--- config.mk ---
export PLATFORM = sky130hd
export DESIGN_NAME = mem_stage
export DESIGN_NICKNAME = d
export VERILOG_FILES = /design/src/rtl/mem_stage.sv
export SDC_FILE = /design/constraint.sdc
export NUM_CORES = 1
export LEC_CHECK = 0
export CAP_MARGIN = 20
export CORE_UTILIZATION = 40
export CTS_CLUSTER_SIZE = 25
export DETAILED_ROUTE_END_ITERATION = 12
export PLACE_DENSITY = 0.83
export SYNTH_ARGS = -nofsm -noshare
export SYNTH_HDL_FRONTEND = slang
export SYNTH_SLANG_ARGS = --single-unit
--- constraint.sdc ---
create_clock -name clk_in -period 4.25 [get_ports clk_in]
set_input_delay 0.85 -clock clk_in [delete_from_list [all_inputs] [get_ports clk_in]]
set_output_delay 0.85 -clock clk_in [all_outputs]
set_load 0.01 [all_outputs]
--- src/rtl/mem_stage.sv ---
// Memory-access pipeline stage: byte-serial loads/stores over an 8-bit controller port,
// stalling upstream while an access is in flight. Optional perf counters: MEM_PERF_CNT_EN.
`ifndef idNOP
`define idNOP 0
`define idLB  1
`define idLH  2
`define idLW  3
`define idLBU 4
`define idLHU 5
`define idSB  6
`define idSH  7
`define idSW  8
`endif

module mem_stage #(
  parameter int INST_IDX_W = 6
) (
  input  logic                  clk_in,
  input  logic                  rst_in,
  input  logic [INST_IDX_W-1:0] instIdx_in,
  input  logic [31:0]           memAddr_in,
  input  logic [31:0]           valStore_in,
  input  logic                  rdE_in,
  input  logic [4:0]            rdIdx_in,
  input  logic [31:0]           rdData_in,
  output logic                  memReq_out,
  output logic                  memWr_out,
  output logic [31:0]           memAddr_out,
  output logic [7:0]            memWData_out,
  input  logic                  memDone_in,
  input  logic [7:0]            memRData_in,
  output logic                  stallReq_out,
  output logic                  rdE_out,
  output logic [4:0]            rdIdx_out,
  output logic [31:0]           rdData_out,
  output logic [1:0]            dbg_state_out
`ifdef MEM_PERF_CNT_EN
  ,
  output logic [31:0]           loadCnt_out,
  output logic [31:0]           storeCnt_out,
  output logic [31:0]           stallCyc_out
`endif
);

  localparam logic [INST_IDX_W-1:0] ID_LB  = INST_IDX_W'(`idLB);
  localparam logic [INST_IDX_W-1:0] ID_LH  = INST_IDX_W'(`idLH);
  localparam logic [INST_IDX_W-1:0] ID_LW  = INST_IDX_W'(`idLW);
  localparam logic [INST_IDX_W-1:0] ID_LBU = INST_IDX_W'(`idLBU);
  localparam logic [INST_IDX_W-1:0] ID_LHU = INST_IDX_W'(`idLHU);
  localparam logic [INST_IDX_W-1:0] ID_SB  = INST_IDX_W'(`idSB);
  localparam logic [INST_IDX_W-1:0] ID_SH  = INST_IDX_W'(`idSH);
  localparam logic [INST_IDX_W-1:0] ID_SW  = INST_IDX_W'(`idSW);

  typedef enum logic [1:0] {
    IDLE = 2'd0,
    BUSY = 2'd1,
    DONE = 2'd2
  } state_t;

  state_t      state_q;
  state_t      state_d;
  logic [1:0]  cnt_q;
  logic [31:0] ld_buf_q;

  logic        is_load;
  logic        is_store;
  logic        is_mem;
  logic [1:0]  last_idx;
  logic [31:0] ld_ext;

  // Instruction stays stable on instIdx_in while stalled, so it is decoded live.
  always_comb begin
    is_load  = 1'b0;
    is_store = 1'b0;
    last_idx = 2'd0;
    case (instIdx_in)
      ID_LB, ID_LBU: is_load = 1'b1;
      ID_LH, ID_LHU: begin is_load = 1'b1; last_idx = 2'd1; end
      ID_LW:         begin is_load = 1'b1; last_idx = 2'd3; end
      ID_SB:         is_store = 1'b1;
      ID_SH:         begin is_store = 1'b1; last_idx = 2'd1; end
      ID_SW:         begin is_store = 1'b1; last_idx = 2'd3; end
      default: ;
    endcase
  end

  assign is_mem = is_load | is_store;

  always_comb begin
    case (instIdx_in)
      ID_LB:   ld_ext = {{24{ld_buf_q[7]}}, ld_buf_q[7:0]};
      ID_LH:   ld_ext = {{16{ld_buf_q[15]}}, ld_buf_q[15:0]};
      ID_LBU:  ld_ext = {24'h0, ld_buf_q[7:0]};
      ID_LHU:  ld_ext = {16'h0, ld_buf_q[15:0]};
      default: ld_ext = ld_buf_q;
    endcase
  end

  always_ff @(posedge clk_in or posedge rst_in) begin
    if (rst_in) state_q <= IDLE;
    else        state_q <= state_d;
  end

  always_comb begin
    state_d = state_q;
    case (state_q)
      IDLE:    if (is_mem) state_d = BUSY;
      BUSY:    if (memDone_in && (cnt_q == last_idx)) state_d = DONE;
      DONE:    state_d = IDLE;
      default: state_d = IDLE;
    endcase
  end

  always_ff @(posedge clk_in or posedge rst_in) begin
    if (rst_in) begin
      cnt_q    <= 2'd0;
      ld_buf_q <= 32'h0;
    end else begin
      case (state_q)
        IDLE: if (is_mem) begin
          cnt_q    <= 2'd0;
          ld_buf_q <= 32'h0;
        end
        BUSY: if (memDone_in) begin
          if (is_load) ld_buf_q[{cnt_q, 3'b000} +: 8] <= memRData_in;
          cnt_q <= cnt_q + 2'd1;
        end
        default: ;
      endcase
    end
  end

  // Outputs are forced low while reset is held so an abandoned access issues nothing.
  always_comb begin
    memReq_out   = 1'b0;
    memWr_out    = 1'b0;
    memAddr_out  = 32'h0;
    memWData_out = 8'h0;
    stallReq_out = 1'b0;
    rdE_out      = 1'b0;
    rdIdx_out    = 5'd0;
    rdData_out   = 32'h0;
    if (!rst_in) begin
      case (state_q)
        IDLE: begin
          if (is_mem) begin
            stallReq_out = 1'b1;
          end else begin
            rdE_out    = rdE_in;
            rdIdx_out  = rdIdx_in;
            rdData_out = rdData_in;
          end
        end
        BUSY: begin
          memReq_out   = 1'b1;
          memWr_out    = is_store;
          memAddr_out  = memAddr_in + {30'h0, cnt_q};
          memWData_out = valStore_in[{cnt_q, 3'b000} +: 8];
          stallReq_out = 1'b1;
        end
        DONE: begin
          if (is_load) begin
            rdE_out    = rdE_in;
            rdIdx_out  = rdIdx_in;
            rdData_out = ld_ext;
          end
        end
        default: ;
      endcase
    end
  end

  assign dbg_state_out = state_q;

`ifdef MEM_PERF_CNT_EN
  always_ff @(posedge clk_in or posedge rst_in) begin
    if (rst_in) begin
      loadCnt_out  <= 32'h0;
      storeCnt_out <= 32'h0;
      stallCyc_out <= 32'h0;
    end else begin
      if (state_q == DONE && is_load)  loadCnt_out  <= loadCnt_out + 32'd1;
      if (state_q == DONE && is_store) storeCnt_out <= storeCnt_out + 32'd1;
      if (stallReq_out)                stallCyc_out <= stallCyc_out + 32'd1;
    end
  end
`endif

endmodule

==> summary.md <==
| Metric | Value |
|---|---|
| Setup TNS | 0 ns |
| Ordered cell list for the critical path | clkdlybuf4s50_1 > or4b_1 > or4_1 > buf_4 > o21ai_1 > clkdlybuf4s50_1 |
| Fraction of layout cells with a size suffix above 1 | 0.138 |
| Final instance area | 0.00633 mm^2 |
| Post-CTS Hold Buffers | 0 |
| CTS tree | yes |
| Iter 0 DRT Violations | 209 |
| Num rows | 35 |
| Final wirelength | 13700 um |
| Crit Path Max Fanout | 24 |
| Synth Cell Area | 0.00377 mm^2 |
| WL/cell | 16.5 um |
| Tcrit/Tclk final | 0.984 |
| Placed Area | 0.00617 mm^2 |
| Distinct cells, synth | 53 |
| Die Span Y | 99.1 um |
| Clock Root Buffer | clkbuf_8 |
| Worst-margin pin slew | 0.926 ns |
| Synth area leader | dfrtp_1 |
| Global-route usage over all layers | 0.266 |
| CP Buf/Inv Count | 3 |
| Reg2reg setup slack | 1.77 ns |
| Final count of hold timing violations | 0 |
| Max Slew Vio Count | 0 |
| Seq/Total Area, Yosys | 0.239 |
| Die Width | 99.1 um |
| Worst hold margin | 0.529 ns |
| Xor/xnor share of the synthesized area | 0.0325 |
| Critical path type | in2out |
| Slew Limit Headroom | 0.378 |
| Pre-CTS setup slack | -0.378 ns |
| CTS Buffer Depth | 2 |
| Worst-Skew Late Latency | 0.29 ns |
| VDD IR-drop max | 0.231 mV |
| Core Area | 0.00920 mm^2 |
| Crit path launch type | input pin |
| ANT nets after route | 0 |
| Initial antenna violation count | 0 |
| Commonest non-fill, non-tap cell in the layout | clkdlybuf4s50_1 |
| Arrival @ worst endpoint | 3.33 ns |
| Critical path capture point type | output port |
| Post-synth EDFFs | 0 |
| Flop pwr share | 0.252 |
| Die area | 0.00982 mm^2 |
| Max-cap check violation count | 0 |
| Largest net degree at the start of global routing | 33 |
| Clock sink count | 36 |
| Top cell family by delay on the critical path | buffers and inverters |
| # IOs | 202 |
| Nets | 849 |
| Largest family of logic cells by synthesized area | simple AND/OR/NAND/NOR gates |
| Ys Warns | 0 |
| Multiplexer area fraction after synthesis | 0.138 |
| P_int | 1.16 mW |
| Most frequent cells in the layout | clkdlybuf4s50_1, nand2_1, buf_4 |
| Synth area leaders | dfrtp_1, mux2i_1, nand2_1, mux4_2, o31ai_1 |
| Critical Path RT | 3.40 ns |
| Drc violations | 0 |
| Yosys top cell area share | 0.239 |
| CTS Buf Count | 5 |
| Vias in the first global route | 4540 |
| Mapped Cells | 492 |
| FF+latch count, synth | 36 |
| Comb power frac | 0.623 |
| Compound-Gate Fraction of Synth Area | 0.176 |
| Final Setup Violations | 0 |
| PnR worst setup slack | 0.0664 ns |
| CP peak stage delay | 0.57 ns |
| Power per cell area | 306 mW/mm^2 |
| Switching Fraction | 0.401 |
| Slowest-stage cell, CP | or4b_1 |
| Antenna Diode Count | 0 |
| Via count | 4699 |
| Fillers | 714 |
| Post-synth top flop | dfrtp_1 |
| PortBufs | 201 |
| Area grow syn2layout | 67.9% |
| First-pass GRT wire length | 21500 um |
| Fraction of registers with async set/reset | 1.00 |
| Pleak | 2.52 nW |
| HPWL Detailed | 10800 um |
| Clock skew | 0.00756 ns |
| Synth Area in Simple Gates | 0.314 |
| Run status | finished, final reports clean |
| Hold WC Path Type | reg2reg |
| Starting density of the core | 0.410 |
| Adder-Cell Fraction of Synth Area | 0.0252 |
| Fmax | 239 MHz |
| Syn_area_per_cell | 7.67 um^2 |
| Min cycle time layout | 4.18 ns |
| RSZ-0062 raised after global routing | true |
| Drt first pass iters | 5 |
| Syn Nets | 618 |
| Switching power | 776 uW |
| Vias per cell | 5.63 |
| Remaining global-route overflow | 0 |
| Final Wtd Congestion | 0.876 |
| Crit-path most repeated cell | clkdlybuf4s50_1 |
| Worst-path clk slew | 0.08 ns |
| Clock power frac | 0.126 |
| H-tree depth | 2 |
[synthesized netlist by cell type, types with 3 or more instances]
| master | instances |
|---|---|
| nand2_1 | 72 |
| o31ai_1 | 24 |
| a31oi_1 | 4 |
| and2_1 | 11 |
| o21ai_1 | 3 |
| or4_4 | 4 |
| nand3b_1 | 6 |
| o21ai_0 | 12 |
| o21a_1 | 5 |
| a21oi_1 | 20 |
| mux4_2 | 8 |
| buf_1 | 4 |
| nor2_1 | 44 |
| or2_2 | 4 |
| and3_1 | 11 |
| a22oi_1 | 8 |
| inv_1 | 40 |
| mux2i_1 | 34 |
| or4_1 | 10 |
| xnor2_1 | 13 |
| o31a_1 | 3 |
| clkbuf_1 | 22 |
| dfrtp_1 | 36 |
| ha_1 | 6 |
| nor3_1 | 8 |
| or3_1 | 5 |
| nand4_1 | 8 |
| or3b_2 | 3 |
| nand2b_1 | 4 |
| a21oi_4 | 4 |
| nand3_1 | 15 |
| buf_2 | 3 |
| nor4_1 | 13 |
[metrics by stage]
step | cells | util | total power, mW
after floorplan | 492 | - | 1.10
after global placement | 822 | 0.671 | 1.66
after detailed placement | 823 | 0.671 | 1.70
after CTS | 831 | 0.678 | 1.92
after global routing | 835 | 0.689 | 2.05
final | 835 | 0.689 | 1.94
[final timing paths]
path / from / end / cells after the start
min in group asynchronous: rst_in / cnt_q[1] / 3
max in group asynchronous: rst_in / ld_buf_q[7] / 4
worst max register to register: cnt_q[0] / ld_buf_q[0] / 7
worst min register to register: ld_buf_q[26] / ld_buf_q[26] / 2
worst min-delay path: ld_buf_q[26] / ld_buf_q[26] / 2
worst max-delay path: instIdx_in[5] / rdData_out[15] / 6
[area by class of cell]
class,instances,area [um^2],share of cell area
repair buffers,255,2410,0.380
inverters,40,150,0.0237
clock buffers,7,76.3,0.0121
multi-input cells,385,2650,0.418
well taps,111,139,0.0219
clock inverters,1,8.76,0.00138
flip-flops and latches,36,901,0.142
[timing repair]
action / 4_1_cts / 5_1_grt
pin swaps: 2 / 3
endpoints found under the setup margin: 26 / 24
setup buffers: 0 / 3
resized for setup: 23 / 27
[registers in the layout, summed over array words and instances, names as in the netlist]
name and cells:
cnt_q 2, dbg_state_out 2, ld_buf_q 32
[layer usage]
metal	up-vias	GRT usage	part of all wire
met2	189	0.480	0.52
met3	24	0.0351	0.061
met5	-	0	0
li1	2228	-	-
met1	2258	0.341	0.41
met4	0	0.0543	0.014
[power by group through the flow]
| stage | Sequential [mW] | Clock (mW) | Combinational (mW) |
|---|---|---|---|
| 6_report | 0.487 | 0.243 | 1.21 |
| 5_1_grt | 0.496 | 0.255 | 1.30 |
| 4_1_cts | 0.486 | 0.242 | 1.20 |
| 3_5_place_dp | 0.489 | 0 | 1.21 |
| 3_3_place_gp | 0.488 | 0 | 1.17 |
| 2_1_floorplan | 0.469 | 0 | 0.626 |
[worst register-to-register path, delay by kind of cell, from the launching register on]
family | cells | cell delay, ns
and+or+nand+nor | 2 | 0.78
buffers and inverters | 3 | 0.72
DFF | 1 | 0.39
adders and majority gates | 1 | 0.39
muxes | 1 | 0.14
[kinds of logic (layout without fill, tap and decap cells)]
group / Yosys count / after routing
adders and majority gates: 7 / 7
DFF: 36 / 36
buffers and inverters: 71 / 303
xor gates and xnor gates: 14 / 14
and+or+nand+nor: 229 / 229
muxes: 42 / 42
AOI/OAI and AO/OA: 93 / 93
(Power assumes the default switching activity.)
